### config.mk
export PLATFORM = sky130hd
export DESIGN_NAME = cpu_sram_bridge
export DESIGN_NICKNAME = d
export VERILOG_FILES = /design/src/rtl/cpu_sram_bridge.sv
export SDC_FILE = /design/constraint.sdc
export NUM_CORES = 1
export LEC_CHECK = 0
export CAP_MARGIN = 10
export CORE_UTILIZATION = 43
export CTS_BUF_LIST = sky130_fd_sc_hd__clkbuf_8 sky130_fd_sc_hd__clkbuf_16
export DETAILED_ROUTE_END_ITERATION = 10
export HOLD_SLACK_MARGIN = 0.15
export PLACE_DENSITY = 0.88
export RECOVER_POWER = 100
export SYNTH_ARGS = -nofsm -noshare
export SYNTH_HDL_FRONTEND = slang
export SYNTH_SLANG_ARGS = --single-unit
### constraint.sdc
create_clock -name clock -period 5.2 [get_ports clock]
set_input_delay 0.78 -clock clock [delete_from_list [all_inputs] [get_ports clock]]
set_output_delay 0.78 -clock clock [all_outputs]
set_load 0.05 [all_outputs]
### src/rtl/cpu_sram_bridge.sv
// cpu_sram_bridge: stalls a single-cycle core data port over a split addr/data-phase bus.
// Optional abort watchdog enabled by defining CPU_SRAM_BRIDGE_TIMEOUT_EN.
`default_nettype none

module cpu_sram_bridge #(
    parameter int TIMEOUT_CYCLES = 256
) (
    input  logic        clock,
    input  logic        reset_,
    input  logic        data_ram_enabled,
    input  logic [3:0]  data_ram_write_enabled,
    input  logic [31:0] data_ram_address,
    input  logic [31:0] data_ram_write_data,
    output logic [31:0] data_ram_read_data,
    output logic        data_ram_stall,
    output logic        bus_req,
    output logic        bus_wr,
    output logic [3:0]  bus_strobe,
    output logic [31:0] bus_addr,
    output logic [31:0] bus_wdata,
    input  logic        bus_addr_ok,
    input  logic        bus_data_ok,
    input  logic [31:0] bus_rdata,
    output logic        bus_timeout
);

    typedef enum logic [1:0] {
        S_IDLE = 2'd0,
        S_ADDR = 2'd1,
        S_DATA = 2'd2,
        S_DONE = 2'd3
    } state_t;

    state_t      state_q, state_d;
    logic [31:0] addr_q, addr_d;
    logic [3:0]  strb_q, strb_d;
    logic [31:0] wdata_q, wdata_d;
    logic [31:0] rdata_q, rdata_d;
    logic        is_read;
    logic        timeout_hit;

    assign is_read = (strb_q == 4'b0000);

`ifdef CPU_SRAM_BRIDGE_TIMEOUT_EN
    logic [15:0] cnt_q, cnt_d;
    logic        tmo_q, tmo_d;

    // Counter is zero in the first ADDR cycle and counts every cycle spent on the bus.
    always_comb begin
        cnt_d = cnt_q;
        if (state_q == S_IDLE && data_ram_enabled) begin
            cnt_d = 16'd0;
        end else if (state_q == S_ADDR || state_q == S_DATA) begin
            cnt_d = cnt_q + 16'd1;
        end
    end

    assign timeout_hit = (cnt_q == 16'(TIMEOUT_CYCLES - 1));
    assign bus_timeout = tmo_q;

    always_ff @(posedge clock or negedge reset_) begin
        if (!reset_) begin
            cnt_q <= 16'd0;
            tmo_q <= 1'b0;
        end else begin
            cnt_q <= cnt_d;
            tmo_q <= tmo_d;
        end
    end
`else
    assign timeout_hit = 1'b0;
    assign bus_timeout = 1'b0;
`endif

    always_comb begin
        state_d = state_q;
        addr_d  = addr_q;
        strb_d  = strb_q;
        wdata_d = wdata_q;
        rdata_d = rdata_q;
`ifdef CPU_SRAM_BRIDGE_TIMEOUT_EN
        tmo_d   = tmo_q;
`endif
        case (state_q)
            S_IDLE: begin
                if (data_ram_enabled) begin
                    addr_d  = data_ram_address;
                    strb_d  = data_ram_write_enabled;
                    wdata_d = data_ram_write_data;
                    state_d = S_ADDR;
                end
            end
            S_ADDR: begin
                // Completion is tested before the watchdog so a coincident finish wins.
                if (bus_addr_ok && bus_data_ok) begin
                    state_d = S_DONE;
                    if (is_read) rdata_d = bus_rdata;
                end else if (timeout_hit) begin
                    state_d = S_DONE;
                    rdata_d = 32'hDEAD_BEEF;
`ifdef CPU_SRAM_BRIDGE_TIMEOUT_EN
                    tmo_d   = 1'b1;
`endif
                end else if (bus_addr_ok) begin
                    state_d = S_DATA;
                end
            end
            S_DATA: begin
                if (bus_data_ok) begin
                    state_d = S_DONE;
                    if (is_read) rdata_d = bus_rdata;
                end else if (timeout_hit) begin
                    state_d = S_DONE;
                    rdata_d = 32'hDEAD_BEEF;
`ifdef CPU_SRAM_BRIDGE_TIMEOUT_EN
                    tmo_d   = 1'b1;
`endif
                end
            end
            S_DONE: begin
                state_d = S_IDLE;
            end
            default: begin
                state_d = S_IDLE;
            end
        endcase
    end

    always_ff @(posedge clock or negedge reset_) begin
        if (!reset_) begin
            state_q <= S_IDLE;
            addr_q  <= 32'd0;
            strb_q  <= 4'd0;
            wdata_q <= 32'd0;
            rdata_q <= 32'd0;
        end else begin
            state_q <= state_d;
            addr_q  <= addr_d;
            strb_q  <= strb_d;
            wdata_q <= wdata_d;
            rdata_q <= rdata_d;
        end
    end

    // The latched request registers drive the bus directly, so fields cannot move mid-phase.
    assign bus_req            = (state_q == S_ADDR);
    assign bus_wr             = |strb_q;
    assign bus_strobe         = strb_q;
    assign bus_addr           = addr_q;
    assign bus_wdata          = wdata_q;
    assign data_ram_read_data = rdata_q;
    assign data_ram_stall     = (state_q == S_ADDR) | (state_q == S_DATA) |
                                ((state_q == S_IDLE) & data_ram_enabled);

endmodule

`default_nettype wire

==> Word-level counts from Yosys, hierarchy flattened <==
Index checks and enable logic that the tools add are counted.
{ "word_totals": {"romBits": 0, "regBits": 102, "out_inout_bits": 104, "mem_bits_rw": 0, "n_memories": 0, "latch_bits": 0, "wordCells": 32} }
{ "classes": {"eq_ne": 7, "add_sub_neg": 0, "shift": 0, "n_reduce_logical": 8, "div": 0, "magnitude_cmp": 0, "n_mul": 0, "bitwise": 3, "mux": 9} }
{ "op_table": {"columns": ["cell", "n"], "rows": [
  ["32-bit 2-to-1 mux", 3],
  ["32-bit case mux with 2 select lines", 1],
  ["2-bit 2-to-1 mux", 4],
  ["2-bit case mux with 4 select lines", 1],
  ["3-bit AND reduction", 2],
  ["2-bit equality test (second input constant)", 2],
  ["4-bit zero test", 1],
  ["2-bit inequality test (second input constant)", 2],
  ["4-bit OR reduction", 1],
  ["3-bit by 1-bit inequality test with 1-bit output (second input constant)", 1],
  ["2-bit by 1-bit equality test with 1-bit output (second input constant)", 1],
  ["2-bit zero test", 1],
  ["2-bit by 1-bit inequality test with 1-bit output (second input constant)", 1],
  ["1-bit OR", 2],
  ["2-bit AND reduction", 1],
  ["2-bit nonzero test", 1],
  ["1-bit AND", 1],
  ["1-bit logical AND", 1]
]} }

==> Longest topological paths before layout <==
Gate-level depths: netlist of run 1.
{ "depth": {"word_depth": 4, "ltp_mapped": 7, "ltp_nobuf": 5} }

==> Least setup slack after synthesis of run 1 <==
No wires, ideal clock.
{ "synth_path": {"path_kind": "input -> output", "start": "input port data_ram_enabled", "end": "output port data_ram_stall", "arrival_time_ns": 1.991, "path_slack_ns": 2.429, "cell_stages": 4, "required_ns": 4.420, "cell_sequence": "nand2_1 buf_1 buf_1 nand2b_1"} }
{ "synth_between": {"elab_chain_len": 2} }
{ "synth_lines": {"columns": ["element", "line", "source"], "rows": [
  ["start: declaration", "10", "input logic data_ram_enabled,"],
  ["1-bit AND", "153", "((state_q == S_IDLE) & data_ram_enabled);"],
  ["1-bit OR", "152", "assign data_ram_stall = (state_q == S_ADDR) | (state_q == S_DATA) |"],
  ["end: declaration", "15", "output logic data_ram_stall,"]
]} }
Every way passes these cells.

==> Worst setup path in the final report of run 1 <==
Ends and elaborated chain as after synthesis.

==> reports/results.ini, run 1 <==
[routing]
drt_iter0_markers=31
drc=0
firstDrtPassIters=4
routed_wl_microns=9570
wl_per_cell_microns=17.1
num_vias=2757
postRouteAntennaNets=0
via_per_inst=4.92

[sta]
worst_clock_skew_ns=0.00974
period_minus_slack_ns=3.13
finalHoldViolCount=0
rsz0062_at_grt=no
worst_pin_slew_ns=2.56
final.period_utilization_pct=60.2
fmax_mhz=320
relSlewSlack_pct=-70.9
setup_viol=0
tns_ns=0
drv_slew=119

[placement]
port-buffer-count=207
place.gp.congestion=0.699
dp_hpwl_microns=7310

[critical_path]
rr_endpoint=bus_addr[10]
critPathRequiredTime_ns=4.42
critical_path.max_fanout=2
endpoint_kind=output pin
r2r_cells=5
reg2reg_setup_slack_ns=2.56
path_class=in -> out
critPathLaunchType=input pin
crit_arrival_ns=2.35
r2r-start=state_q[0]

[floorplan]
dieWidth_microns=99.4
die_area_sq_mm=0.00987
core_area_sq_mm=0.00920
rows=35
die_h_microns=99.4
initial_core_util_pct=44.3
ioPinCount=209

[run_status]
violations=capacitance limit, slew limit
status=complete, but fails checks

[clock_tree]
cts_root_buffer=clkbuf_8
cts_setup_buffers=0
clkSinkCount=102
cts_tree=yes
clk_pin_slew_ns=0.10
cts_buffers=9
cts.htree.levels=3
clock_path_buffers=2
post_cts_resized=0
cts_hold_buf=0
worstSkewPairLatency_ns=0.35

[hold_path]
hold_start=data_ram_read_data[2]
hold-path-endpoint=data_ram_read_data[2]
hp-class=reg -> reg
hold_depth=1

[finish]
antenna-diode-count=0
drive_above_1_share_pct=20.7
fin_nets=554
fillers=685
area_growth_pct=54.2

[run]
drv_cap=2

[synthesis]
synth_top_area_share_pct=62.6
ys_seq_area_share_pct=62.6
ys_ff_latch=102
syn_area_sq_mm=0.00408
synth_top_flop_cell=dfrtp_1
synth_top_cell_by_area=dfrtp_1
synth_edf_count=0
ys_top_cells_by_count=dfrtp_1, mux2_2, mux2_4, buf_1, ha_1
syn_inst=236
async_flop_share_pct=100
ys_types=21
synth_area_leaders=dfrtp_1, mux2_2, mux2_4, ha_1, buf_12
syn-mean-instance-area_sq_um=17.3
yosysMostFrequentCell=dfrtp_1
yosysWarnings=0
syn_nets=346

[global_route]
grt_pass1_wl_microns=15400
antenna_found_initial=0
grt_overflow=0
grt_usage_pct=20.4
grt_pass1_vias=2993
grt_max_degree=69

routing by layer:
layer  track usage (%)  wire, microns  part of all wire (%)
met1              23.0           3610                    38
met2              36.3           5060                    53
met3              6.89            694                   7.3
met4              6.79            197                   2.1
met5                 0              0                     0
cell type report:
| class | instances | area, sq um | share of cell area (%) |
|---|---|---|---|
| Inverter | 2 | 7.51 | 0.119 |
| Clock inverter | 7 | 80.1 | 1.27 |
| Sequential cell | 102 | 2550 | 40.6 |
| Tap cell | 111 | 139 | 2.21 |
| Timing Repair Buffer | 209 | 2080 | 33.1 |
| Multi-Input combinational cell | 120 | 1300 | 20.7 |
| Clock buffer | 9 | 124 | 1.97 |
cells in the final DEF (no fill, tap or decap):
master and n:
clkinv_4 1, inv_6 2, inv_1 2, clkinv_2 1
o41ai_1 1, conb_1 1, inv_8 1, or3b_1 1
dfrtp_1 102, dlygate4sd3_1 104, mux2_1 29, nor2_1 1
nand2b_1 1, mux2_4 1, clkbuf_2 1, clkdlybuf4s50_1 102
mux2i_1 1, or3_1 1, nand2_2 1, clkinvlp_4 1
clkbuf_1 1, o31ai_1 1, a31o_2 1, ha_1 5
mux2_2 71, clkbuf_8 9, or4_4 1, bufinv_16 1
nor2b_1 3, buf_4 1
per-stage QoR:
stage | setup slack, ns | hold slack [ns] | util, % | instance area (sq um) | instances
floorplan | 2.43 | 0.484 | - | 4080 | 236
global placement | 2.23 | 0.487 | 67.4 | 6200 | 544
detailed placement | 2.21 | 0.493 | 67.4 | 6200 | 544
CTS | 2.20 | 0.436 | 69.6 | 6400 | 560
global route | 1.59 | 0.512 | 68.3 | 6280 | 560
finish | 2.07 | 0.494 | 68.3 | 6280 | 560
critical path, stage by stage:
cell and delay, ns:
dlygate4sd3_1 0.56, nand2_2 0.07, nand2b_1 0.07, dlygate4sd3_1 0.87
worst max path at each step:
| stage | startpoint | to | slack, ns | cells past startpoint |
|---|---|---|---|---|
| after floorplan | data_ram_enabled | data_ram_stall | 2.43 | 4 |
| after global placement | data_ram_enabled | data_ram_stall | 2.23 | 4 |
| after detailed placement | data_ram_enabled | data_ram_stall | 2.21 | 4 |
| after CTS | data_ram_enabled | data_ram_stall | 2.20 | 4 |
| after global routing | reset_ | data_ram_read_data[29] | 1.59 | 2 |
| final | data_ram_enabled | data_ram_stall | 2.07 | 4 |
flip-flops by register name, indices dropped and copies added, names as in the netlist:
register / count
data_ram_read_data: 32
bus_strobe: 4
bus_wdata: 32
state_q: 2
bus_addr: 32
cell families after synthesis:
family	share of synthesized area (%)
AO/OA/AOI/OAI	0.614
other	0.0920
flip-flops	62.6
adder cells (fa/ha/maj)	1.54
buffers and inverters	2.76
multiplexers	30.9
AND/OR/NAND/NOR	1.44
Power of run 1 is not shown: default switching activity piles up to over one toggle a cycle in this logic, so the estimate is an artifact.
==> run 2: changes to the inputs <==
--- a/config.mk
+++ b/config.mk
@@ -6,11 +6,11 @@
 export NUM_CORES = 1
 export LEC_CHECK = 0
 export CAP_MARGIN = 10
-export CORE_UTILIZATION = 43
+export CORE_UTILIZATION = 40
 export CTS_BUF_LIST = sky130_fd_sc_hd__clkbuf_8 sky130_fd_sc_hd__clkbuf_16
 export DETAILED_ROUTE_END_ITERATION = 10
 export HOLD_SLACK_MARGIN = 0.15
-export PLACE_DENSITY = 0.88
+export PLACE_DENSITY = 0.83
 export RECOVER_POWER = 100
 export SYNTH_ARGS = -nofsm -noshare
 export SYNTH_HDL_FRONTEND = slang
==> constraint.sdc (replaced) <==
create_clock -name clock -period 3.05 [get_ports clock]
set_input_delay 0.4575 -clock clock [delete_from_list [all_inputs] [get_ports clock]]
set_output_delay 0.4575 -clock clock [all_outputs]
set_load 0.05 [all_outputs]
==> run 2 against run 1 <==
  * The flow now finishes without violations
  * Register-to-register slack worse by 2.2 ns
  * Global-route usage shrank 2.1 points
  * First-iteration DRC count grew 9.7%
  * Hold slack better by 0.0092 ns
  * Sequential share of layout area fell by 0.60 points
  * Cell area is 1.5% higher
  * Routed wire length shrank 0.60%
  * Clock skew shrank 0.0030 ns
  * Non-clock buffer count up 2
  * Critical path depth is the same
  * Die area grew 7.3%
==> reports/results.ini, run 2 (synthesized netlist as in run 1, its figures left out) <==
[run_status]
status=finished clean

[floorplan]
core_area_sq_mm=0.00982  ; +6.8%
die_area_sq_mm=0.0106  ; +7.3%
die_h_microns=103  ; +3.6%
dieWidth_microns=103  ; +3.6%
rows=36  ; +2.9%
initial_core_util_pct=41.5  ; -2.8 points
ioPinCount=209  ; unchanged

[clock_tree]
cts_root_buffer=clkbuf_8
clkSinkCount=102  ; unchanged
clk_pin_slew_ns=0.09  ; about the same
cts_buffers=9  ; unchanged
worstSkewPairLatency_ns=0.35  ; about the same
cts.htree.levels=3  ; unchanged
cts_tree=yes
clock_path_buffers=2  ; unchanged

[critical_path]
path_class=reg -> reg
path_delay_family=simple AND/OR/NAND/NOR gates
critPathSlowestCell=or4_1
crit_buf_inv=1  ; -1
endpoint_kind=flop
crit_arrival_ns=2.89  ; +0.54 ns
cp_cell_sequence=or4_1 > or3b_2 > clkbuf_2 > mux2_1
critPathMaxStageDelay_ns=0.57  ; -0.30 ns
critical_path.max_fanout=32  ; +30
critPathRequiredTime_ns=3.28  ; -1.14 ns
critPathLaunchType=flop

[sta]
setup_viol=0  ; unchanged
rsz0062_at_grt=no
relSlewSlack_pct=17.6  ; +88 points
drv_slew=0  ; -100%
finalHoldViolCount=0  ; unchanged
setup_slack_ns=0.383  ; -1.69 ns
final.period_utilization_pct=87.4
fmax_mhz=375
period_minus_slack_ns=2.67
hold_ws_ns=0.503  ; +0.00922 ns
worst_clock_skew_ns=0.00670  ; -0.00304 ns
tns_ns=0  ; unchanged
worst_pin_slew_ns=1.24  ; -1.33 ns

[finish]
area_growth_pct=56.5
drive_above_1_share_pct=25.3  ; +4.6 points
layout_common_cells=dlygate4sd3_1, clkdlybuf4s50_1, dfrtp_1
multi_input_area_sq_mm=0.00137  ; +5.2%
antenna-diode-count=0  ; unchanged
fin_util_pct=65.0  ; -3.4 points
regArea_sq_mm=0.00255  ; unchanged
fillers=793  ; +16%
fin_nets=556  ; +0.36%

[global_route]
grt_pass1_vias=2962  ; -1.0%
grt_usage_pct=18.3  ; -2.1 points
grt_overflow=0  ; unchanged
grt_max_degree=53  ; -23%
antenna_found_initial=0  ; unchanged
grt_pass1_wl_microns=14500  ; -5.9%

[power_and_ir_drop]
power_density_mw_per_mm2=1270
peakVddDrop_mv=0.676
p_leak_nw=2.84

[run]
drv_cap=0  ; -2

[placement]
dp_hpwl_microns=7400  ; +1.2%
pre_cts_slack_ns=0.725  ; -1.49 ns
place.gp.congestion=0.719  ; +2.8%
port-buffer-count=207  ; unchanged

[routing]
postRouteAntennaNets=0  ; unchanged
via_per_inst=4.64  ; -5.7%
firstDrtPassIters=4  ; unchanged
drt_iter0_markers=34  ; +9.7%
num_vias=2711  ; -1.7%
routed_wl_microns=9510  ; -0.60%
wl_per_cell_microns=16.3  ; -4.7%
drc=0  ; unchanged

[hold_path]
hp-class=reg -> reg

run 2: final cells by class:
| type | instances | area share (%) |
|---|---|---|
| clock buffer | 12 | 2.59 |
| clock inverter | 4 | 0.333 |
| inverter | 2 | 0.118 |
| multi-input combinational | 120 | 21.5 |
| sequential | 102 | 40.0 |
| tap | 133 | 2.61 |
| timing repair buffer | 211 | 32.8 |
run 2: final timing paths:
| check | to | slack, ns | from | cells after the start |
|---|---|---|---|---|
| setup / recovery | data_ram_read_data[1] | 0.38 | bus_strobe[1] | 4 |
| hold / removal | data_ram_read_data[26] | 0.50 | data_ram_read_data[26] | 1 |
| setup reg to reg | data_ram_read_data[1] | 0.38 | bus_strobe[1] | 4 |
| hold reg to reg | data_ram_read_data[26] | 0.50 | data_ram_read_data[26] | 1 |
| max in group asynchronous | data_ram_read_data[22] | 0.71 | reset_ | 3 |
| min in group asynchronous | bus_addr[31] | 0.91 | reset_ | 2 |
run 2: stage by stage:
| step | power [mW] | instances | area (sq um) |
|---|---|---|---|
| 5_1_grt | 8.51 | 584 | 6380 |
| 3_5_place_dp | 7.75 | 567 | 6250 |
| 4_1_cts | 8.57 | 584 | 6450 |
| 2_1_floorplan | 5.92 | 236 | 4080 |
| 3_3_place_gp | 7.62 | 567 | 6250 |
| 6_report | 8.12 | 584 | 6380 |
run 2: power breakdown:
group / internal (mW) / switching, mW / total (mW) / leakage [nW]
combinational: 1.74 / 3.21 / 4.96 / 1.52
clock: 0.359 / 0.434 / 0.792 / 0.0996
sequential: 2.03 / 0.337 / 2.37 / 1.22
total: 4.13 / 3.99 / 8.12 / 2.84
run 2: per-layer routing:
metal	vias to the layer above	routed length [microns]	GRT usage, %	share of wire, %
met5	-	0	0	0
li1	1241	-	-	-
met3	8	951	6.44	10
met2	124	4980	32.9	52
met1	1338	3490	20.2	37
met4	0	90	6.18	0.95
run 2: timing repair:
action                    CTS  global route
hold buffers                1             0
hold endpoints to repair   16             0
setup buffers               0             0
gates resized for setup     0             0
(Power assumes the default switching activity.)
==> run 3: changes to the inputs <==
--- a/config.mk
+++ b/config.mk
@@ -10,7 +10,7 @@
 export CTS_BUF_LIST = sky130_fd_sc_hd__clkbuf_8 sky130_fd_sc_hd__clkbuf_16
 export DETAILED_ROUTE_END_ITERATION = 10
 export HOLD_SLACK_MARGIN = 0.15
-export PLACE_DENSITY = 0.83
+export PLACE_DENSITY_LB_ADDON = 0.08
 export RECOVER_POWER = 100
 export SYNTH_ARGS = -nofsm -noshare
 export SYNTH_HDL_FRONTEND = slang
==> run 3 against run 2 <==
  * Count of clock-buffer cells in the layout down 3
  * Final cell count up 0.17%
  * Cell area down 0.63%
  * Utilization down 0.41 points
  * Routed wire length down 2.0%
  * Via count up 0.52%
  * Fmax up 3.2%
  * Hold slack worse by 0.012 ns
  * Clock skew up 0.0030 ns
  * Non-clock buffer count up 1
  * Flip-flop and latch count unchanged
  * Critical endpoint is now bus_wr
==> reports/results.ini, run 3 (synthesized netlist as in run 1, its figures left out) <==
[run_status]
status=finished clean

[routing]
via_per_inst=4.66  ; +0.34%
wl_per_cell_microns=15.9  ; -2.1%
drt_iter0_markers=61  ; +79%
num_vias=2725  ; +0.52%
firstDrtPassIters=4  ; unchanged
drc=0  ; unchanged
routed_wl_microns=9320  ; -2.0%
postRouteAntennaNets=0  ; unchanged

[critical_path]
crit_arrival_ns=2.13  ; -0.76 ns
r2r_cells=4  ; unchanged
critPathLaunchType=flop
critical_path.max_fanout=3  ; -91%
rr_endpoint=data_ram_read_data[2]
reg2reg_setup_slack_ns=0.53  ; +0.15 ns
critPathRequiredTime_ns=2.59  ; -0.69 ns
endpoint_kind=output pin
r2r-start=bus_strobe[1]
endpoint=bus_wr
startpoint=bus_strobe[1]
path_class=reg -> out

[finish]
multi_input_area_sq_mm=0.00130  ; -5.4%
fin_util_pct=64.6  ; -0.41 points
regArea_sq_mm=0.00255  ; unchanged
area_growth_pct=55.5
layout_common_cells=dlygate4sd3_1, clkdlybuf4s50_1, dfrtp_1
fin_nets=557  ; +0.18%
antenna-diode-count=0  ; unchanged
fillers=812  ; +2.4%
drive_above_1_share_pct=21.0  ; -4.3 points

[clock_tree]
cts_root_buffer=clkbuf_8
cts.htree.levels=3  ; unchanged
clk_pin_slew_ns=0.10  ; about the same
worstSkewPairLatency_ns=0.38  ; +0.03 ns
clkSinkCount=102  ; unchanged
cts_tree=yes
clock_path_buffers=2  ; unchanged
cts_buffers=9  ; unchanged

[floorplan]
rows=36  ; unchanged
initial_core_util_pct=41.5  ; unchanged
core_area_sq_mm=0.00982  ; unchanged
ioPinCount=209  ; unchanged
dieWidth_microns=103  ; unchanged
die_area_sq_mm=0.0106  ; unchanged
die_h_microns=103  ; unchanged

[placement]
port-buffer-count=207  ; unchanged
place.gp.congestion=0.734  ; +2.0%
dp_hpwl_microns=6930  ; -6.3%

[sta]
finalHoldViolCount=0  ; unchanged
setup_viol=0  ; unchanged
final.period_utilization_pct=84.7  ; -2.7 points
worst_pin_slew_ns=1.11  ; -0.124 ns
rsz0062_at_grt=no
drv_slew=0  ; unchanged
relSlewSlack_pct=25.9  ; +8.3 points
period_minus_slack_ns=2.58  ; -0.0822 ns
tns_ns=0  ; unchanged
fmax_mhz=387  ; +3.2%
worst_clock_skew_ns=0.00966  ; +0.00296 ns

[global_route]
antenna_found_initial=0  ; unchanged
grt_max_degree=59  ; +11%
grt_usage_pct=18.4  ; +0.042 points
grt_overflow=0  ; unchanged
grt_pass1_vias=2812  ; -5.1%
grt_pass1_wl_microns=14200  ; -2.4%

[run]
drv_cap=0  ; unchanged

[hold_path]
hp-class=reg -> reg

-- run 3: cell types whose count changed in the layout (fill, tap and decap cells not counted), sizes merged --
cell / before / now
bufinv: 0 / 2
buf: 1 / 0
clkbuf: 16 / 15
clkinvlp: 1 / 2
-- run 3: what timing repair did --
item | 4_1_cts | 5_1_grt
resized for setup | 0 | 0
endpoints found under the hold margin | 44 | 0
setup buffers | 0 | 0
hold buffers | 1 | 0
-- run 3: worst min-delay path by stage --
stage	cells past startpoint	endpoint	slack [ns]	start
floorplan	0	bus_addr[0]	0.16	reset_
CTS	1	bus_addr[19]	0.52	bus_addr[19]
global route	1	bus_wdata[24]	0.52	bus_wdata[24]
global placement	1	bus_wdata[17]	0.49	bus_wdata[17]
detailed placement	1	data_ram_read_data[28]	0.49	data_ram_read_data[28]
finish	1	data_ram_read_data[21]	0.49	data_ram_read_data[21]
-- run 3: layer usage --
metal	global-route usage [%]	vias up	wire [microns]
met2	28.6	124	4410
met4	6.61	0	170
met5	0	-	0
met3	11.3	14	1180
li1	-	1251	-
met1	20.7	1336	3570
-- run 3: layout make-up --
cell class,instances,share of cell area (%)
Sequential cell,102,40.3
Timing Repair Buffer,212,33.0
Multi-Input combinational cell,120,20.5
Tap cell,133,2.63
Clock buffer,9,1.95
Clock inverter,7,1.54
Inverter,2,0.118
-- run 3: stage by stage --
step	std cells	setup WS [ns]	hold slack [ns]	area, sq um
after floorplan	236	0.692	0.162	4080
after global placement	568	0.753	0.487	6250
after detailed placement	568	0.737	0.491	6250
after CTS	585	0.469	0.515	6480
after global routing	585	0.356	0.523	6340
final	585	0.465	0.491	6340
-- run 3: critical path, stage by stage, from the launching register on --
cell	delay, ns
dfrtp_1	0.40
or4_4	0.55
dlygate4sd3_1	0.79
Power of run 3 is left out for the same reason.
